`src/rtl/uart_cmd_pkg.sv`:
```
// Shared types and opcodes for the remote command link (uart_cmd_resp).
package uart_cmd_pkg;

  typedef enum logic [1:0] {
    RX_IDLE  = 2'd0,
    RX_START = 2'd1,
    RX_DATA  = 2'd2,
    RX_STOP  = 2'd3
  } rx_state_t;

  typedef enum logic [1:0] {
    PKT_WAIT_CMD = 2'd0,
    PKT_WAIT_HI  = 2'd1,
    PKT_WAIT_LO  = 2'd2
  } pkt_state_t;

  typedef enum logic [1:0] {
    TX_IDLE = 2'd0,
    TX_LOAD = 2'd1,
    TX_XMIT = 2'd2
  } tx_state_t;

  localparam logic [7:0] SET_PTCH  = 8'h02;
  localparam logic [7:0] SET_ROLL  = 8'h03;
  localparam logic [7:0] SET_YAW   = 8'h04;
  localparam logic [7:0] SET_THRST = 8'h05;
  localparam logic [7:0] CALIBRATE = 8'h06;
  localparam logic [7:0] EMER_LAND = 8'h07;
  localparam logic [7:0] MTRS_OFF  = 8'h08;
  localparam logic [7:0] POS_ACK   = 8'hA5;

endpackage

```
`src/rtl/uart_byte_rx.sv`:
```
// 8N1 byte receiver: RX synchronizer, mid-bit sampling down-counter, byte FSM.
//
// state    | meaning
// ---------+-----------------------------------------------------------
// RX_IDLE  | line idle, waiting for a synchronized falling edge
// RX_START | counting to start-bit midpoint; a 1 there is a glitch
// RX_DATA  | sampling 8 data bits LSB first, one per BAUD_DIV cycles
// RX_STOP  | sampling stop bit; 1 -> rx_byte_vld, 0 -> framing_err
module uart_byte_rx
  import uart_cmd_pkg::*;
#(
  parameter int BAUD_DIV = 2604
) (
  input  logic       clk,
  input  logic       rst_n,
  input  logic       RX,
  output logic [7:0] rx_byte,
  output logic       rx_byte_vld,
  output logic       framing_err,
  output logic       rx_start,
  output logic       rx_idle
);

  localparam int CW = $clog2(BAUD_DIV);
  localparam logic [CW-1:0] BAUD_FULL = CW'(BAUD_DIV - 1);
  localparam logic [CW-1:0] BAUD_HALF = CW'(BAUD_DIV / 2 - 1);

  logic            rx_ff1_q, rx_ff2_q, rx_prev_q;
  rx_state_t       state_q, state_d;
  logic [CW-1:0]   baud_q, baud_d;
  logic [2:0]      bit_q, bit_d;
  logic [7:0]      shift_q, shift_d;
  logic            baud_zero;

  assign baud_zero = (baud_q == '0);
  assign rx_byte   = shift_q;
  assign rx_idle   = (state_q == RX_IDLE);

  // Two-flop synchronizer plus one delayed copy for edge detection.
  always_ff @(posedge clk or negedge rst_n) begin
    if (!rst_n) begin
      rx_ff1_q  <= 1'b1;
      rx_ff2_q  <= 1'b1;
      rx_prev_q <= 1'b1;
    end else begin
      rx_ff1_q  <= RX;
      rx_ff2_q  <= rx_ff1_q;
      rx_prev_q <= rx_ff2_q;
    end
  end

  // Byte FSM state, baud down-counter, bit counter and shift register.
  always_ff @(posedge clk or negedge rst_n) begin
    if (!rst_n) begin
      state_q <= RX_IDLE;
      baud_q  <= '0;
      bit_q   <= '0;
      shift_q <= '0;
    end else begin
      state_q <= state_d;
      baud_q  <= baud_d;
      bit_q   <= bit_d;
      shift_q <= shift_d;
    end
  end

  // Next-state: sample on counter terminal count, reload for the next bit.
  always_comb begin
    state_d     = state_q;
    baud_d      = baud_q;
    bit_d       = bit_q;
    shift_d     = shift_q;
    rx_byte_vld = 1'b0;
    framing_err = 1'b0;
    rx_start    = 1'b0;
    case (state_q)
      RX_IDLE: begin
        if (rx_prev_q && !rx_ff2_q) begin
          state_d = RX_START;
          baud_d  = BAUD_HALF;
        end
      end
      RX_START: begin
        if (baud_zero) begin
          if (rx_ff2_q) begin
            state_d = RX_IDLE;
          end else begin
            state_d  = RX_DATA;
            baud_d   = BAUD_FULL;
            bit_d    = 3'd0;
            rx_start = 1'b1;
          end
        end else begin
          baud_d = baud_q - 1'b1;
        end
      end
      RX_DATA: begin
        if (baud_zero) begin
          shift_d = {rx_ff2_q, shift_q[7:1]};
          baud_d  = BAUD_FULL;
          if (bit_q == 3'd7) state_d = RX_STOP;
          else               bit_d   = bit_q + 3'd1;
        end else begin
          baud_d = baud_q - 1'b1;
        end
      end
      RX_STOP: begin
        if (baud_zero) begin
          state_d = RX_IDLE;
          if (rx_ff2_q) rx_byte_vld = 1'b1;
          else          framing_err = 1'b1;
        end else begin
          baud_d = baud_q - 1'b1;
        end
      end
      default: state_d = RX_IDLE;
    endcase
  end

endmodule

```
`src/rtl/uart_cmd_resp.sv`:
```
// Quadcopter end of the remote command link: 3-byte command packets in,
// single-byte responses out. Optional inter-byte gap timeout: CMD_TIMEOUT_EN.
//
// state        | meaning
// -------------+--------------------------------------------------
// PKT_WAIT_CMD | next good byte is the opcode
// PKT_WAIT_HI  | next good byte is data[15:8]
// PKT_WAIT_LO  | next good byte is data[7:0], completes the packet
// TX_IDLE      | TX high, accepts send_resp
// TX_LOAD      | first cycle of start bit, counter setup
// TX_XMIT      | shifting out start/data/stop bits
module uart_cmd_resp
  import uart_cmd_pkg::*;
#(
  parameter int          BAUD_DIV    = 2604,
  parameter logic [21:0] TIMEOUT_CYC = 22'd2_500_000
) (
  input  logic        clk,
  input  logic        rst_n,
  input  logic        RX,
  output logic        TX,
  output logic [7:0]  cmd,
  output logic [15:0] data,
  output logic        cmd_rdy,
  input  logic        clr_cmd_rdy,
  input  logic        send_resp,
  input  logic [7:0]  resp,
  output logic        resp_sent
);

  localparam int CW = $clog2(BAUD_DIV);
  localparam logic [CW-1:0] BAUD_FULL = CW'(BAUD_DIV - 1);
  localparam logic [CW-1:0] BAUD_LOAD = CW'(BAUD_DIV - 2);

  logic [7:0] rx_byte;
  logic       rx_byte_vld, framing_err, rx_start, rx_idle;

  uart_byte_rx #(.BAUD_DIV(BAUD_DIV)) u_rx (
    .clk         (clk),
    .rst_n       (rst_n),
    .RX          (RX),
    .rx_byte     (rx_byte),
    .rx_byte_vld (rx_byte_vld),
    .framing_err (framing_err),
    .rx_start    (rx_start),
    .rx_idle     (rx_idle)
  );

  pkt_state_t  pkt_q, pkt_d;
  logic [7:0]  cmd_sh_q, cmd_sh_d, hi_sh_q, hi_sh_d;
  logic [7:0]  cmd_q, cmd_d;
  logic [15:0] data_q, data_d;
  logic        rdy_q, rdy_d;
  logic        gap_hit;

`ifdef CMD_TIMEOUT_EN
  logic [21:0] gap_q, gap_d;
  logic        gap_run;

  assign gap_run = (pkt_q != PKT_WAIT_CMD) && rx_idle;
  assign gap_hit = gap_run && (gap_q == '0);
  assign gap_d   = gap_run ? gap_q - 22'd1 : TIMEOUT_CYC - 22'd1;

  // Inter-byte gap down-counter, reloaded whenever it is not running.
  always_ff @(posedge clk or negedge rst_n) begin
    if (!rst_n) gap_q <= TIMEOUT_CYC - 22'd1;
    else        gap_q <= gap_d;
  end
`else
  logic unused_cfg;
  assign unused_cfg = ^{TIMEOUT_CYC, rx_idle};
  assign gap_hit    = 1'b0;
`endif

  // Packet FSM register, shadow bytes and the presented command.
  always_ff @(posedge clk or negedge rst_n) begin
    if (!rst_n) begin
      pkt_q    <= PKT_WAIT_CMD;
      cmd_sh_q <= '0;
      hi_sh_q  <= '0;
      cmd_q    <= '0;
      data_q   <= '0;
      rdy_q    <= 1'b0;
    end else begin
      pkt_q    <= pkt_d;
      cmd_sh_q <= cmd_sh_d;
      hi_sh_q  <= hi_sh_d;
      cmd_q    <= cmd_d;
      data_q   <= data_d;
      rdy_q    <= rdy_d;
    end
  end

  // Packet assembly; completion set is evaluated last so it beats any clear.
  always_comb begin
    pkt_d    = pkt_q;
    cmd_sh_d = cmd_sh_q;
    hi_sh_d  = hi_sh_q;
    cmd_d    = cmd_q;
    data_d   = data_q;
    rdy_d    = rdy_q;
    if (clr_cmd_rdy) rdy_d = 1'b0;
    if (rx_start && (pkt_q == PKT_WAIT_CMD)) rdy_d = 1'b0;
    if (framing_err || gap_hit) begin
      pkt_d = PKT_WAIT_CMD;
    end else if (rx_byte_vld) begin
      case (pkt_q)
        PKT_WAIT_CMD: begin
          cmd_sh_d = rx_byte;
          pkt_d    = PKT_WAIT_HI;
        end
        PKT_WAIT_HI: begin
          hi_sh_d = rx_byte;
          pkt_d   = PKT_WAIT_LO;
        end
        PKT_WAIT_LO: begin
          cmd_d  = cmd_sh_q;
          data_d = {hi_sh_q, rx_byte};
          rdy_d  = 1'b1;
          pkt_d  = PKT_WAIT_CMD;
        end
        default: pkt_d = PKT_WAIT_CMD;
      endcase
    end
  end

  assign cmd     = cmd_q;
  assign data    = data_q;
  assign cmd_rdy = rdy_q;

  tx_state_t     tx_q, tx_d;
  logic [9:0]    sh_q, sh_d;
  logic [CW-1:0] tcnt_q, tcnt_d;
  logic [3:0]    tbit_q, tbit_d;
  logic          sent_q, sent_d;

  // TX FSM register; shift register idles all-ones so TX idles high.
  always_ff @(posedge clk or negedge rst_n) begin
    if (!rst_n) begin
      tx_q   <= TX_IDLE;
      sh_q   <= '1;
      tcnt_q <= '0;
      tbit_q <= '0;
      sent_q <= 1'b0;
    end else begin
      tx_q   <= tx_d;
      sh_q   <= sh_d;
      tcnt_q <= tcnt_d;
      tbit_q <= tbit_d;
      sent_q <= sent_d;
    end
  end

  // TX sequencing; LOAD is already the first cycle of the start bit.
  always_comb begin
    tx_d   = tx_q;
    sh_d   = sh_q;
    tcnt_d = tcnt_q;
    tbit_d = tbit_q;
    sent_d = sent_q;
    case (tx_q)
      TX_IDLE: begin
        if (send_resp) begin
          sh_d   = {1'b1, resp, 1'b0};
          sent_d = 1'b0;
          tx_d   = TX_LOAD;
        end
      end
      TX_LOAD: begin
        tcnt_d = BAUD_LOAD;
        tbit_d = 4'd0;
        tx_d   = TX_XMIT;
      end
      TX_XMIT: begin
        if (tcnt_q == '0) begin
          sh_d = {1'b1, sh_q[9:1]};
          if (tbit_q == 4'd9) begin
            tx_d   = TX_IDLE;
            sent_d = 1'b1;
          end else begin
            tbit_d = tbit_q + 4'd1;
            tcnt_d = BAUD_FULL;
          end
        end else begin
          tcnt_d = tcnt_q - 1'b1;
        end
      end
      default: tx_d = TX_IDLE;
    endcase
  end

  assign TX        = sh_q[0];
  assign resp_sent = sent_q;

endmodule

```
`config.mk`:
```
export PLATFORM = sky130hd
export DESIGN_NAME = uart_cmd_resp
export DESIGN_NICKNAME = d
export VERILOG_FILES = /design/src/rtl/uart_cmd_pkg.sv /design/src/rtl/uart_byte_rx.sv /design/src/rtl/uart_cmd_resp.sv
export SDC_FILE = /design/constraint.sdc
export NUM_CORES = 1
export LEC_CHECK = 0
export BUFFER_PORTS_ARGS = -buffer_cell sky130_fd_sc_hd__buf_2
export CAP_MARGIN = 20
export CORE_ASPECT_RATIO = 0.8
export CORE_MARGIN = 2
export CORE_UTILIZATION = 25
export DETAILED_ROUTE_END_ITERATION = 10
export PLACE_DENSITY_LB_ADDON = 0.3
export SLEW_MARGIN = 20
export SYNTH_ARGS = -nofsm -noshare
export SYNTH_HDL_FRONTEND = slang
export SYNTH_SLANG_ARGS = --single-unit
```
`constraint.sdc`:
```
create_clock -name clk -period 2.7 [get_ports clk]
set_clock_uncertainty 0.1 [all_clocks]
set_input_delay 0.27 -clock clk [delete_from_list [all_inputs] [get_ports clk]]
set_output_delay 0.27 -clock clk [all_outputs]
set_load 0.03 [all_outputs]
```
; ---- After elaboration in Yosys (flattened, before gate mapping)
; Index checks and enable logic that the tools add are counted.
[totals]
ff_bits = 100
inputBits = 13
word_cells = 120
[op_classes]
add_sub_neg = 4
eq_ne = 23
muxes = 50
bitwise = 1
n_reduce_logical = 24
[op_table]
columns = cell, count
row1 = $mux 12, 7
row2 = $pmux 12 s4, 1
row3 = $logic_not 12->1, 2
row4 = $pmux 12 s2, 1
row5 = $sub 12x1->12 const B, 2
row6 = $mux 2, 11
row7 = $reduce_and 3->1, 7
row8 = $mux 10, 2
row9 = $pmux 10 s2, 1
row10 = $mux 1, 15
row11 = $ne 2x2->1 const B, 7
row12 = $mux 3, 4
row13 = $ne 2x1->1 const B, 5
row14 = $reduce_and 5->1, 2
row15 = $eq 2x2->1 const B, 4
row16 = $mux 4, 2
row17 = $pmux 2 s4, 1
row18 = $pmux 4 s2, 1
row19 = $reduce_bool 2->1, 4
row20 = $eq 2x1->1 const B, 3
row21 = $logic_not 2->1, 3
row22 = $ne 3x3->1 const B, 2
row23 = $pmux 2 s3, 1
row24 = $pmux 3 s2, 1
row25 = other kinds (11), 13

; ---- Logic depth before layout (Yosys ltp)
; Gate-level depths: netlist (run 1).
[depth]
ltp_word = 8
mapped_depth = 7
depth_no_buf = 6

; ---- Modules after synthesis
; Synthesis (run 1) repeated with hierarchy kept, for this count alone.
[hier_totals]
hier_cells = 409
hier_area_um2 = 4710.8
[by_module_without_submodules]
columns = mod, n_inst, cells_each, area_per_inst_um2, seq_area_each_um2
row1 = uart_cmd_resp, 1, 261, 3161.8, 1788.0
row2 = uart_byte_rx, 1, 148, 1549.0, 704.4

; ---- Least setup slack after synthesis (run 1)
; Ideal clock, no wire load.
[synth_timing]
path_type = reg2reg
startpoint = register u_rx.baud_q[0]
endpoint = register data_q[10] (netlist: data[10])
arrival_time_ps = 2161
required_ps = 2475
path_slack_ps = 315
stages_incl_launch_ff = 8
path_buffers = 1
period_less_slack_ps = 2385
path_cell_list = dfrtp_1 inv_1 ha_1 nor4b_4 nand4_1 nor3b_2 buf_4 mux2_2
[synth_via]
elab_chain_cells = 5
word_cells_on_any_way = 7
classes_between = mux: 4 / bitwise: 1 / reduce/logical: 2
[synth_rtl]
columns = element, line_no
row1 = start: declaration, uart_byte_rx.sv:30  ; logic [CW-1:0] baud_q, baud_d;
row2 = start signal: assignment, uart_byte_rx.sv:61  ; baud_q <= baud_d;
row3 = $logic_not 12->1 (*), uart_byte_rx.sv:35  ; assign baud_zero = (baud_q == '0);
row4 = $mux 1, uart_byte_rx.sv:108  ; if (baud_zero) begin
row5 = $mux 1, uart_byte_rx.sv:76  ; case (state_q)
row6 = $not 1->1 (no line), -
row7 = $reduce_and 3->1 (no line) (*), -
row8 = end signal: assignment, uart_cmd_resp.sv:89  ; data_q <= data_d;
row9 = end: declaration, uart_cmd_resp.sv:52  ; logic [15:0] data_q, data_d;
; Every way passes the cells marked *; elsewhere a longest branch is shown, timed or not.
; A chain may end at the register's enable or synchronous reset.

; ---- Worst setup path after layout (run 1)
[layout_timing]
startpoint = register u_rx.baud_q[0]
endpoint = register u_rx.shift_q[6] (netlist: u_rx.rx_byte[6])
[layout_via]
elab_chain_cells = 2
[layout_rtl]
columns = element, line_no
row1 = $logic_not 12->1, uart_byte_rx.sv:35
row2 = $reduce_and 2->1 (no line), -
row3 = end signal: assignment, uart_byte_rx.sv:63  ; shift_q <= shift_d;
row4 = end: declaration, uart_byte_rx.sv:32  ; logic [7:0] shift_q, shift_d;
; No other way between the ends.

==> metrics.log, run 1 <==
INFO  metric wl_per_cell = 14.3 µm
INFO  metric final_nets = 489
INFO  metric critPathMaxStageDelay = 0.45 ns
INFO  metric clock_pin_slew_on_the_worst_setup_and_hold_paths = 0.07 ns
INFO  metric route.vias.total = 3428
INFO  metric worst-setup-path-type = flip-flop to flip-flop
INFO  metric number_of_h_tree_levels = 3
INFO  metric drive_gt1_frac = 0.311
INFO  metric setup_total_negative_slack = 0 ns
INFO  metric cp-start-kind = flip-flop
INFO  metric clk_latency = 0.34 ns
INFO  metric first_iter_violations = 302
INFO  metric vias_per_cell = 4.75
INFO  metric final-max-slew-violation-count = 0
INFO  metric drt-pass1-iter-count = 4
INFO  metric remaining_drc_errors = 0
INFO  metric final_period_minus_worst_setup_slack = 2.43 ns
INFO  metric io_pins = 40
INFO  metric number_of_warnings_printed_during_yosys_synthesis = 0
INFO  metric hold_path.class = input port to flip-flop
INFO  metric critPathSlowestCell = or2_2
INFO  metric setup_viol = 0
INFO  metric postSynthAreaPerCell = 11.6 µm²
INFO  metric finalNonFillerCells = 722
INFO  metric insertedDiodeCount = 0
INFO  metric layout.core_utilization = 0.309
INFO  metric first_pass_grt_wire_length = 17.6 mm
INFO  metric cts_made_buffers = 9
INFO  metric crit_path_end_kind = flip-flop
INFO  metric cp.arrival = 2.55 ns
INFO  metric dp.final_hpwl = 7.23 mm
INFO  metric syn_to_final_growth = 19.5%
INFO  metric synth_nets = 432
INFO  metric die_width = 158 µm
INFO  metric placement.io_buffers = 39
INFO  metric status = completed
INFO  metric number_of_cell_rows = 44
INFO  metric clk_sinks = 99
INFO  metric die_span_in_y = 127 µm
INFO  metric start_util = 0.258
INFO  metric grt_max_degree = 53
INFO  metric max-clock-path-buffers = 2
INFO  metric synth_async_sr_flop_share = 1.00
INFO  metric critPathBufInv = 2
INFO  metric synth-edff-count = 0
INFO  metric grt.overflow.total = 0
INFO  metric mappedNetlistArea = 4730 µm²
INFO  metric die_area = 20100 µm²
INFO  metric mostFrequentLayoutCell = dfrtp_1
INFO  metric cellPowerDensity = 944 nW/µm²
INFO  metric synthTopCellsByArea = dfrtp_1 46%, mux2_2 12%, dfstp_2 6.7%
INFO  metric holdWs = 0.0666 ns
INFO  metric p_leak = 2.65 nW
INFO  metric worst-slew-pin-transition = 0.816 ns
INFO  metric placedCellCount = 704
INFO  metric grt_antenna_before_repair = 0
INFO  metric fin_crit_sh = 0.900
INFO  metric gp_routability_congestion = 0.853
INFO  metric timing.final.hold_violations = 0
INFO  metric peakVddDrop = 0.000384 V
INFO  metric fp.coreArea = 18300 µm²
INFO  metric tritoncts_clock_tree = built
INFO  metric worst-path-max-fanout = 8
INFO  metric synth.top_cell.area_share = 0.460
INFO  metric rsz0062_at_grt = false
INFO  metric synthFlopType = dfrtp_1
INFO  metric yosysTopAreaCell = dfrtp_1
INFO  metric antenna_left = 0
INFO  metric post-cts-setup-buffer-count = 0
INFO  metric timing.max_slew.rel_slack = 0.449
INFO  metric post_synthesis_register_bit_count = 99
INFO  metric grt_use_total = 0.108
INFO  metric cts.root.buffer_cell = clkbuf_16
INFO  metric drv_cap = 0
INFO  metric synthDistinctLibCells = 61
INFO  metric leading_cell_types_in_the_layout_fill_and_taps_excluded = 87 x dfrtp_1, 50 x mux2_2, 38 x buf_2
INFO  metric drt_wl_total = 10.3 mm
INFO  metric synthCells = 407
INFO  metric timing.critical_path.max_delay_family = simple AND/OR/NAND/NOR gates
INFO  metric cts_resized = 0
INFO  metric synth_sequential_area_ratio = 0.527
INFO  metric timing.critical_path.cells = inv_1 -> ha_1 -> nor4b_4 -> buf_4 -> nand4_1 -> or2_2 -> mux2_2
INFO  metric required = 2.82 ns
INFO  metric achievable-frequency = 0.411 GHz
INFO  metric via_count_of_the_first_global_routing_pass = 3401
INFO  metric postCtsHoldBufs = 2
[report_power, final]
group | switching [W] | internal [W] | leakage [nW]
logic | 0.00114 | 0.000800 | 1.21
registers | 0.000324 | 0.00179 | 1.30
clock network | 0.000538 | 0.000748 | 0.141
[layout make-up]
cell class              instances  area [µm²]
clock buffers                  14         254
clock inverters                 2        38.8
fillers                      1874       12700
inverters                      21        78.8
multi-input cells             275        2110
flip-flops and latches         99        2490
well taps                     253         317
repair buffers                 58         370
[synthesized netlist by cell type (3+ instances only)]
| master | n |
|---|---|
| o21ai_0 | 19 |
| clkbuf_1 | 8 |
| nor3_1 | 12 |
| or2_2 | 4 |
| nand4_1 | 7 |
| a31oi_1 | 7 |
| inv_1 | 21 |
| nand2b_1 | 5 |
| o31ai_1 | 4 |
| dfstp_2 | 12 |
| or3_1 | 4 |
| a21boi_0 | 3 |
| dfrtp_1 | 87 |
| nand2_1 | 26 |
| a21oi_1 | 14 |
| mux2_2 | 50 |
| ha_1 | 12 |
| o211ai_1 | 6 |
| o2bb2ai_1 | 4 |
| nor2b_1 | 4 |
| a41oi_1 | 4 |
| a21o_1 | 4 |
| or4_1 | 4 |
| mux2i_1 | 10 |
| nor2_1 | 15 |
| and3_1 | 4 |
| a22o_1 | 3 |
| nor4_1 | 6 |
| nand3_1 | 5 |
[layer usage]
layer  share of wire  vias to the layer above  global-route usage
met3           0.048                        9              0.0231
met1            0.48                     1700               0.156
li1                -                     1626                   -
met4           0.011                        0              0.0294
met5               0                        -                   0
met2            0.46                       93               0.163
[through the flow]
stage	instance area (µm²)	power [W]	setup slack (ns)
global route	5660	0.00573	0.126
CTS	5660	0.00537	0.276
global placement	5340	0.00399	0.324
floorplan	4730	0.00343	0.315
finish	5660	0.00534	0.270
detailed placement	5340	0.00405	0.301
[worst reg2reg max path, stage by stage (launching register included)]
cell	delay (ns)
dfrtp_1	0.42
inv_1	0.15
ha_1	0.20
nor4b_4	0.28
buf_4	0.20
nand4_1	0.20
or2_2	0.45
mux2_2	0.31
[worst paths after layout]
path                                                  from                          end  slack, ns  cells after the start
worst max-delay path            u_rx.baud_q[0]$_DFFE_PN0P_  u_rx.rx_byte[6]$_DFFE_PN0P_       0.27                      7
worst min-delay path                               resp[7]          sh_q[8]$_DFFE_PN1P_       0.07                      3
worst max register to register  u_rx.baud_q[0]$_DFFE_PN0P_  u_rx.rx_byte[6]$_DFFE_PN0P_       0.27                      7
worst min register to register     u_rx.rx_ff1_q$_DFF_PN1_      u_rx.rx_ff2_q$_DFF_PN1_       0.25                      0
max in group asynchronous                            rst_n          sh_q[3]$_DFFE_PN1P_       1.34                      3
min in group asynchronous                            rst_n  u_rx.rx_byte[4]$_DFFE_PN0P_       0.39                      2
[sequential cells by signal, indices dropped and copies added, names as in the netlist, named ones only]
name and flops:
data 16, tcnt_q 12, u_rx.baud_q 12, sh_q 9, cmd 8, cmd_sh_q 8
hi_sh_q 8, u_rx.rx_byte 8, tbit_q 4, u_rx.bit_q 3, pkt_q 2, tx_q 2
cmd_rdy 1, resp_sent 1, u_rx.rx_ff1_q 1, u_rx.rx_ff2_q 1, u_rx.rx_prev_q 1, u_rx.state_q 1
[cell families after synthesis]
group                      Yosys count  share of synthesized area
DFF                                 99                      0.527
AOI/OAI and AO/OA                   86                      0.124
muxes                               60                      0.140
adders and majority gates           12                     0.0317
and+or+nand+nor                    116                      0.146
buffers and inverters               33                     0.0296
xor gates and xnor gates             1                    0.00185
Note: power is estimated with default switching activity, not from simulation.
==> inputs of run 2 (changes only) <==
--- a/config.mk
+++ b/config.mk
@@ -6,10 +6,10 @@
 export NUM_CORES = 1
 export LEC_CHECK = 0
 export BUFFER_PORTS_ARGS = -buffer_cell sky130_fd_sc_hd__buf_2
-export CAP_MARGIN = 20
+export CAP_MARGIN = 10
 export CORE_ASPECT_RATIO = 0.8
 export CORE_MARGIN = 2
-export CORE_UTILIZATION = 25
+export CORE_UTILIZATION = 59
 export DETAILED_ROUTE_END_ITERATION = 10
 export PLACE_DENSITY_LB_ADDON = 0.3
 export SLEW_MARGIN = 20
==> metrics.log, run 2 (same netlist as run 1, synthesis figures left out) <==
INFO  metric status = completed (unchanged)
INFO  metric route.vias.total = 3433 (was 3428)
INFO  metric grt.overflow.total = 0 (unchanged)
INFO  metric wl_per_cell = 16.6 µm (was 14.3 µm)
INFO  metric tritoncts_clock_tree = built (unchanged)
INFO  metric fin_crit_sh = 0.883 (was 0.900)
INFO  metric grt_antenna_before_repair = 0 (unchanged)
INFO  metric cts_made_buffers = 9 (unchanged)
INFO  metric peakVddDrop = 0.000636 V (was 0.000384 V)
INFO  metric dp.final_hpwl = 6.73 mm (was 7.23 mm)
INFO  metric setup_total_negative_slack = 0 ns (unchanged)
INFO  metric start_util = 0.601 (was 0.258)
INFO  metric p_leak = 2.63 nW (was 2.65 nW)
INFO  metric rsz0062_at_grt = false (unchanged)
INFO  metric cp.arrival = 2.54 ns (was 2.55 ns)
INFO  metric die_span_in_y = 84.1 µm (was 127 µm)
INFO  metric final_period_minus_worst_setup_slack = 2.38 ns (was 2.43 ns)
INFO  metric io_pins = 40 (unchanged)
INFO  metric timing.max_slew.rel_slack = 0.483 (was 0.449)
INFO  metric cts.root.buffer_cell = clkbuf_8 (was clkbuf_16)
INFO  metric drt-pass1-iter-count = 5 (was 4)
INFO  metric final-max-slew-violation-count = 0 (unchanged)
INFO  metric required = 2.85 ns (was 2.82 ns)
INFO  metric setup_viol = 0 (unchanged)
INFO  metric worst-slew-pin-transition = 0.766 ns (was 0.816 ns)
INFO  metric remaining_drc_errors = 0 (unchanged)
INFO  metric drive_gt1_frac = 0.314 (was 0.311)
INFO  metric antenna_left = 0 (unchanged)
INFO  metric vias_per_cell = 5.96 (was 4.75)
INFO  metric via_count_of_the_first_global_routing_pass = 3428 (was 3401)
INFO  metric number_of_cell_rows = 29 (was 44)
INFO  metric final_nets = 488 (was 489)
INFO  metric number_of_h_tree_levels = 3 (unchanged)
INFO  metric crit_path_end_kind = flip-flop (unchanged)
INFO  metric die_area = 8760 µm² (was 20100 µm²)
INFO  metric gp_routability_congestion = 0.919 (was 0.853)
INFO  metric timing.critical_path.cells = inv_1 -> ha_1 -> nor4b_4 -> buf_4 -> nand4_1 -> or2_2 -> mux2_2 (unchanged)
INFO  metric layout.filler_cells = 591 (was 1874)
INFO  metric grt_max_degree = 45 (was 53)
INFO  metric leading_cell_types_in_the_layout_fill_and_taps_excluded = 87 x dfrtp_1, 50 x mux2_2, 38 x buf_2 (unchanged)
INFO  metric post-cts-setup-buffer-count = 0 (unchanged)
INFO  metric clock_pin_slew_on_the_worst_setup_and_hold_paths = 0.09 ns (was 0.07 ns)
INFO  metric largest_register_ffs = 16 (unchanged)
INFO  metric drt_wl_total = 9.59 mm (was 10.3 mm)
INFO  metric drv_cap = 0 (unchanged)
INFO  metric cp-start-kind = flip-flop (unchanged)
INFO  metric insertedDiodeCount = 0 (unchanged)
INFO  metric design_power_total = 0.00516 W (was 0.00534 W)
INFO  metric grt_use_total = 0.238 (was 0.108)
INFO  metric cellPowerDensity = 953 nW/µm² (was 944 nW/µm²)
INFO  metric syn_to_final_growth = 14.5% (was 19.5%)
INFO  metric first_iter_violations = 147 (was 302)
INFO  metric worst-setup-path-type = flip-flop to flip-flop (unchanged)
INFO  metric hold_path.class = input port to flip-flop (unchanged)
INFO  metric first_pass_grt_wire_length = 16.7 mm (was 17.6 mm)
INFO  metric critPathMaxStageDelay = 0.46 ns (was 0.45 ns)
INFO  metric worst-path-max-fanout = 8 (unchanged)
INFO  metric clk_latency = 0.37 ns (was 0.34 ns)
INFO  metric timing.final.hold_violations = 0 (unchanged)
INFO  metric clk_sinks = 99 (unchanged)
INFO  metric achievable-frequency = 0.419 GHz (was 0.411 GHz)
INFO  metric final_area = 5420 µm² (was 5660 µm²)
INFO  metric placement.io_buffers = 39 (unchanged)
INFO  metric die_width = 104 µm (was 158 µm)
INFO  metric critPathSlowestCell = or2_2 (unchanged)
INFO  metric cts_resized = 0 (unchanged)
INFO  metric mostFrequentLayoutCell = dfrtp_1 (unchanged)
INFO  metric fp.coreArea = 7870 µm² (was 18300 µm²)
INFO  metric max-clock-path-buffers = 2 (unchanged)
INFO  metric placed_cell_area = 5150 µm² (was 5340 µm²)
run 2: what timing repair did:
action,in CTS,in global routing
hold buffers,2,0
hold endpoints to repair,43,0
endpoints found under the setup margin,0,0
run 2: routing by layer:
metal | GRT usage | share of wire
met1 | 0.339 | 0.46
met2 | 0.370 | 0.48
met3 | 0.0562 | 0.045
met4 | 0.0725 | 0.012
met5 | 0 | 0
run 2: cell type report:
class | instances | area (µm²) | share of cell area
sequential | 99 | 2490 | 0.460
multi-input combinational | 275 | 2110 | 0.389
timing repair buffer | 57 | 363 | 0.0670
tap | 108 | 135 | 0.0249
clock buffer | 11 | 131 | 0.0243
clock inverter | 5 | 110 | 0.0203
inverter | 21 | 78.8 | 0.0146
run 2: final timing paths:
| kind | startpoint | endpoint | slack, ns | cells past startpoint |
|---|---|---|---|---|
| worst max-delay path | u_rx.baud_q[0]$_DFFE_PN0P_ | u_rx.rx_byte[4]$_DFFE_PN0P_ | 0.32 | 7 |
| worst min-delay path | resp[7] | sh_q[8]$_DFFE_PN1P_ | 0.04 | 3 |
| worst max register to register | u_rx.baud_q[0]$_DFFE_PN0P_ | u_rx.rx_byte[4]$_DFFE_PN0P_ | 0.32 | 7 |
| worst min register to register | u_rx.rx_ff1_q$_DFF_PN1_ | u_rx.rx_ff2_q$_DFF_PN1_ | 0.26 | 0 |
| max in group asynchronous | rst_n | sh_q[8]$_DFFE_PN1P_ | 1.45 | 3 |
| min in group asynchronous | rst_n | u_rx.baud_q[4]$_DFFE_PN0P_ | 0.32 | 2 |
run 2: critical path, delay by kind of cell, from the launching register on:
family	cells	cell delay, ns
buffers and inverters	2	0.36
flip-flops	1	0.43
adder cells (fa/ha/maj)	1	0.17
multiplexers	1	0.31
AND/OR/NAND/NOR	3	0.89
run 2: where the power goes:
part | switching [W] | total, W | internal [W] | leakage [nW]
Clock | 0.000512 | 0.00114 | 0.000625 | 0.120
Sequential | 0.000333 | 0.00213 | 0.00179 | 1.30
Combinational | 0.00111 | 0.00190 | 0.000792 | 1.21
Total | 0.00196 | 0.00516 | 0.00321 | 2.63
run 2: per-stage QoR:
stage	hold slack, ns	instances	util	worst slack (ns)
4_1_cts	0.0235	576	0.688	0.340
3_3_place_gp	0.190	558	0.655	0.413
5_1_grt	0.0419	576	0.688	0.200
6_report	0.0389	576	0.688	0.316
3_5_place_dp	0.203	558	0.655	0.354
2_1_floorplan	-0.126	407	-	0.315
==> inputs of run 3 (changes only) <==
--- a/config.mk
+++ b/config.mk
@@ -5,11 +5,12 @@
 export SDC_FILE = /design/constraint.sdc
 export NUM_CORES = 1
 export LEC_CHECK = 0
+export ABC_AREA = 1
 export BUFFER_PORTS_ARGS = -buffer_cell sky130_fd_sc_hd__buf_2
 export CAP_MARGIN = 10
 export CORE_ASPECT_RATIO = 0.8
 export CORE_MARGIN = 2
-export CORE_UTILIZATION = 59
+export CORE_UTILIZATION = 60
 export DETAILED_ROUTE_END_ITERATION = 10
 export PLACE_DENSITY_LB_ADDON = 0.3
 export SLEW_MARGIN = 20
==> metrics.log, run 3 <==
INFO  metric vias_per_cell = 5.37 (was 5.96)
INFO  metric synthTopCellsByArea = dfrtp_1 45%, nand2_1 16%, dfstp_2 6.5% (was dfrtp_1 46%, mux2_2 12%, dfstp_2 6.7%)
INFO  metric comb_power_frac = 0.338 (was 0.368)
INFO  metric antenna_left = 0 (unchanged)
INFO  metric design_power_total = 0.00452 W (was 0.00516 W)
INFO  metric grt.busiest_layer = met2 (unchanged)
INFO  metric synth.most_common_cell = nand2_1 (was dfrtp_1)
INFO  metric post_placement_worst_setup_slack = 0.630 ns (was 0.354 ns)
INFO  metric drt-pass1-iter-count = 5 (unchanged)
INFO  metric start_util = 0.614 (was 0.601)
INFO  metric clock_power_share = 0.214 (was 0.220)
INFO  metric cellInternalPower = 0.00274 W (was 0.00321 W)
INFO  metric grt_max_degree = 49 (was 45)
INFO  metric worst-slew-pin-transition = 0.612 ns (was 0.766 ns)
INFO  metric number_of_cell_rows = 29 (unchanged)
INFO  metric required = 2.91 ns (was 2.85 ns)
INFO  metric power.switching_fraction = 0.394 (was 0.379)
INFO  metric dp.final_hpwl = 7.12 mm (was 6.73 mm)
INFO  metric grt_antenna_before_repair = 0 (unchanged)
INFO  metric mappedNetlistArea = 4830 µm² (was 4730 µm²)
INFO  metric crit_path_end_kind = flip-flop (unchanged)
INFO  metric min_from = send_resp (was resp[7])
INFO  metric finalNonFillerCells = 758 (was 576)
INFO  metric r2r_end = hi_sh_q[1]$_DFFE_PN0P_ (was u_rx.rx_byte[4]$_DFFE_PN0P_)
INFO  metric regToRegStartpoint = u_rx.baud_q[0]$_DFFE_PN0P_ (unchanged)
INFO  metric synth_nets = 625 (was 432)
INFO  metric post_synthesis_register_bit_count = 99 (unchanged)
INFO  metric multi_input_area = 2060 µm² (was 2110 µm²)
INFO  metric largest_register_ffs = 16 (unchanged)
INFO  metric synthFlopType = dfrtp_1 (unchanged)
INFO  metric yosysTopAreaCell = dfrtp_1 (unchanged)
INFO  metric post-cts-setup-buffer-count = 0 (unchanged)
INFO  metric fin_crit_sh = 0.779 (was 0.883)
INFO  metric synth.top_cell.area_share = 0.450 (was 0.460)
INFO  metric hold_path.class = input port to flip-flop (unchanged)
INFO  metric placedCellCount = 739 (was 558)
INFO  metric use_met1 = 0.334 (was 0.339)
INFO  metric rr_worst_depth = 9 (was 7)
INFO  metric fp.coreArea = 7870 µm² (unchanged)
INFO  metric setup_total_negative_slack = 0 ns (unchanged)
INFO  metric setup_viol = 0 (unchanged)
INFO  metric insertedDiodeCount = 0 (unchanged)
INFO  metric groute.layer.met3.usage = 0.0675 (was 0.0562)
INFO  metric mostFrequentLayoutCell = nand2_1 (was dfrtp_1)
INFO  metric synthCells = 600 (was 407)
INFO  metric drt_wl_total = 9.91 mm (was 9.59 mm)
INFO  metric syn_to_final_growth = 11.3% (was 14.5%)
INFO  metric drive_gt1_frac = 0.142 (was 0.314)
INFO  metric remaining_drc_errors = 0 (unchanged)
INFO  metric cts_made_buffers = 9 (unchanged)
INFO  metric status = completed (unchanged)
INFO  metric synthDistinctLibCells = 28 (was 61)
INFO  metric timing.reg2reg.setup_slack = 0.60 ns (was 0.32 ns)
INFO  metric cts_resized = 0 (unchanged)
INFO  metric number_of_warnings_printed_during_yosys_synthesis = 0 (unchanged)
INFO  metric worst-setup-path-type = flip-flop to flip-flop (unchanged)
INFO  metric layout.filler_cells = 648 (was 591)
INFO  metric worst_hold_path.num_cells = 3 (unchanged)
INFO  metric cellPowerDensity = 840 nW/µm² (was 953 nW/µm²)
INFO  metric clk_sinks = 99 (unchanged)
INFO  metric timing.max_slew.rel_slack = 0.592 (was 0.483)
INFO  metric synth_async_sr_flop_share = 1.00 (unchanged)
INFO  metric grt_use_total = 0.244 (was 0.238)
INFO  metric die_span_in_y = 84.3 µm (was 84.1 µm)
INFO  metric timing.hold.worst_endpoint = tx_q[0]$_DFFE_PN0P_ (was sh_q[8]$_DFFE_PN1P_)
INFO  metric final_area = 5380 µm² (was 5420 µm²)
INFO  metric power.switching = 0.00178 W (was 0.00196 W)
INFO  metric p_leak = 2.90 nW (was 2.63 nW)
INFO  metric die_width = 104 µm (about the same)
INFO  metric max-clock-path-buffers = 2 (unchanged)
INFO  metric tritoncts_clock_tree = built (unchanged)
INFO  metric leading_cell_types_in_the_layout_fill_and_taps_excluded = 209 x nand2_1, 87 x dfrtp_1, 60 x o21ai_0 (was 87 x dfrtp_1, 50 x mux2_2, 38 x buf_2)
INFO  metric clk_latency = 0.37 ns (about the same)
INFO  metric achievable-frequency = 0.476 GHz (was 0.419 GHz)
INFO  metric peakVddDrop = 0.000552 V (was 0.000636 V)
INFO  metric synth.top_cells.by_count = 209 x nand2_1, 87 x dfrtp_1, 60 x o21ai_0, 54 x inv_1, 41 x nor2_1 (was 87 x dfrtp_1, 50 x mux2_2, 26 x nand2_1, 21 x inv_1, 19 x o21ai_0)
INFO  metric final_period_minus_worst_setup_slack = 2.10 ns (was 2.38 ns)
INFO  metric grt.met2_usage = 0.389 (was 0.370)
INFO  metric grt.overflow.total = 0 (unchanged)
INFO  metric placed_cell_area = 5150 µm² (about the same)
INFO  metric rsz0062_at_grt = false (unchanged)
INFO  metric first_pass_grt_wire_length = 17.4 mm (was 16.7 mm)
INFO  metric synth_sequential_area_ratio = 0.516 (was 0.527)
INFO  metric drv_cap = 0 (unchanged)
INFO  metric worst-path-max-fanout = 34 (was 8)
INFO  metric first_iter_violations = 264 (was 147)
INFO  metric cp.arrival = 2.31 ns (was 2.54 ns)
INFO  metric gp_routability_congestion = 0.949 (was 0.919)
INFO  metric route.vias.total = 4072 (was 3433)
INFO  metric cts.root.buffer_cell = clkbuf_8 (unchanged)
INFO  metric cp-start-kind = flip-flop (unchanged)
INFO  metric number_of_h_tree_levels = 3 (unchanged)
INFO  metric synth-edff-count = 0 (unchanged)
INFO  metric wl_per_cell = 13.1 µm (was 16.6 µm)
INFO  metric final-max-slew-violation-count = 0 (unchanged)
INFO  metric clock_pin_slew_on_the_worst_setup_and_hold_paths = 0.10 ns (was 0.09 ns)
INFO  metric final_nets = 670 (was 488)
INFO  metric placement.io_buffers = 39 (unchanged)
INFO  metric regArea = 2490 µm² (unchanged)
INFO  metric die_area = 8800 µm² (was 8760 µm²)
INFO  metric via_count_of_the_first_global_routing_pass = 3871 (was 3428)
INFO  metric power.share.sequential = 0.449 (was 0.412)
INFO  metric crit_start = u_rx.baud_q[0]$_DFFE_PN0P_ (unchanged)
INFO  metric final.setup.worst_slack = 0.598 ns (was 0.316 ns)
INFO  metric io_pins = 40 (unchanged)
INFO  metric postSynthAreaPerCell = 8.06 µm² (was 11.6 µm²)
INFO  metric timing.final.hold_violations = 0 (unchanged)
-- run 3: changes by cell type after synthesis, moves of 9 or more --
cell / delta
mux2_2: -50
mux2i_1: -10
nand3_1: +28
nand2_1: +183
inv_1: +33
xor2_1: +9
o21ai_0: +41
nor2_1: +26
-- run 3: layout make-up --
cell class	count	share of cell area
well taps	108	0.0251
multi-input cells	430	0.383
repair buffers	46	0.0502
clock inverters	6	0.0133
inverters	59	0.0412
clock buffers	10	0.0237
flip-flops and latches	99	0.463
-- run 3: timing repair --
action	4_1_cts	5_1_grt
endpoints found under the hold margin	47	0
endpoints found under the setup margin	0	0
hold buffers	3	0
-- run 3: worst max path at each step --
stage | end | slack [ns] | cells after the start
CTS | hi_sh_q[5]$_DFFE_PN0P_ | 0.61 | 9
floorplan | data[1]$_DFFE_PN0P_ | 1.04 | 8
global placement | hi_sh_q[1]$_DFFE_PN0P_ | 0.72 | 9
finish | hi_sh_q[1]$_DFFE_PN0P_ | 0.60 | 9
global route | hi_sh_q[6]$_DFFE_PN0P_ | 0.37 | 9
detailed placement | hi_sh_q[5]$_DFFE_PN0P_ | 0.63 | 9
-- run 3: stage by stage --
stage	util	hold slack (ns)
final	0.683	0.0540
after global routing	0.683	0.0564
after CTS	0.683	0.0395
after detailed placement	0.654	0.218
after global placement	0.654	0.212
after floorplan	-	-0.126
-- run 3: logic make-up (layout without fill, tap and decap cells) --
logic type,Yosys count,count (layout),share of synthesized area
and+or+nand+nor,320,320,0.283
adders and majority gates,12,12,0.0311
AOI/OAI and AO/OA,88,88,0.0942
DFF,99,99,0.516
buffers and inverters,71,121,0.0577
xor gates and xnor gates,10,10,0.0181
-- run 3: critical path, cell delays in order (launching register included) --
cell and delay [ns]:
dfrtp_1 0.37, inv_1 0.17, ha_1 0.24, nand2_1 0.08
nor2_2 0.15, nand4_4 0.19, buf_4 0.29, nor2_2 0.28
nand2_1 0.10, nand2_1 0.08
-- run 3: power groups by stage --
stage               combinational, W  clock [W]  sequential [W]
floorplan                    0.00117          0         0.00199
global placement             0.00144          0         0.00203
detailed placement           0.00151          0         0.00205
CTS                          0.00152   0.000999         0.00202
global route                 0.00179    0.00107         0.00207
finish                       0.00153   0.000966         0.00203
-- run 3: per-layer routing --
metal | routed length [µm] | part of all wire | vias to the layer above
met5 | 0 | 0 | -
met4 | 61 | 0.0062 | 0
met3 | 554 | 0.056 | 7
met2 | 4650 | 0.47 | 119
met1 | 4640 | 0.47 | 1932
li1 | - | - | 2014
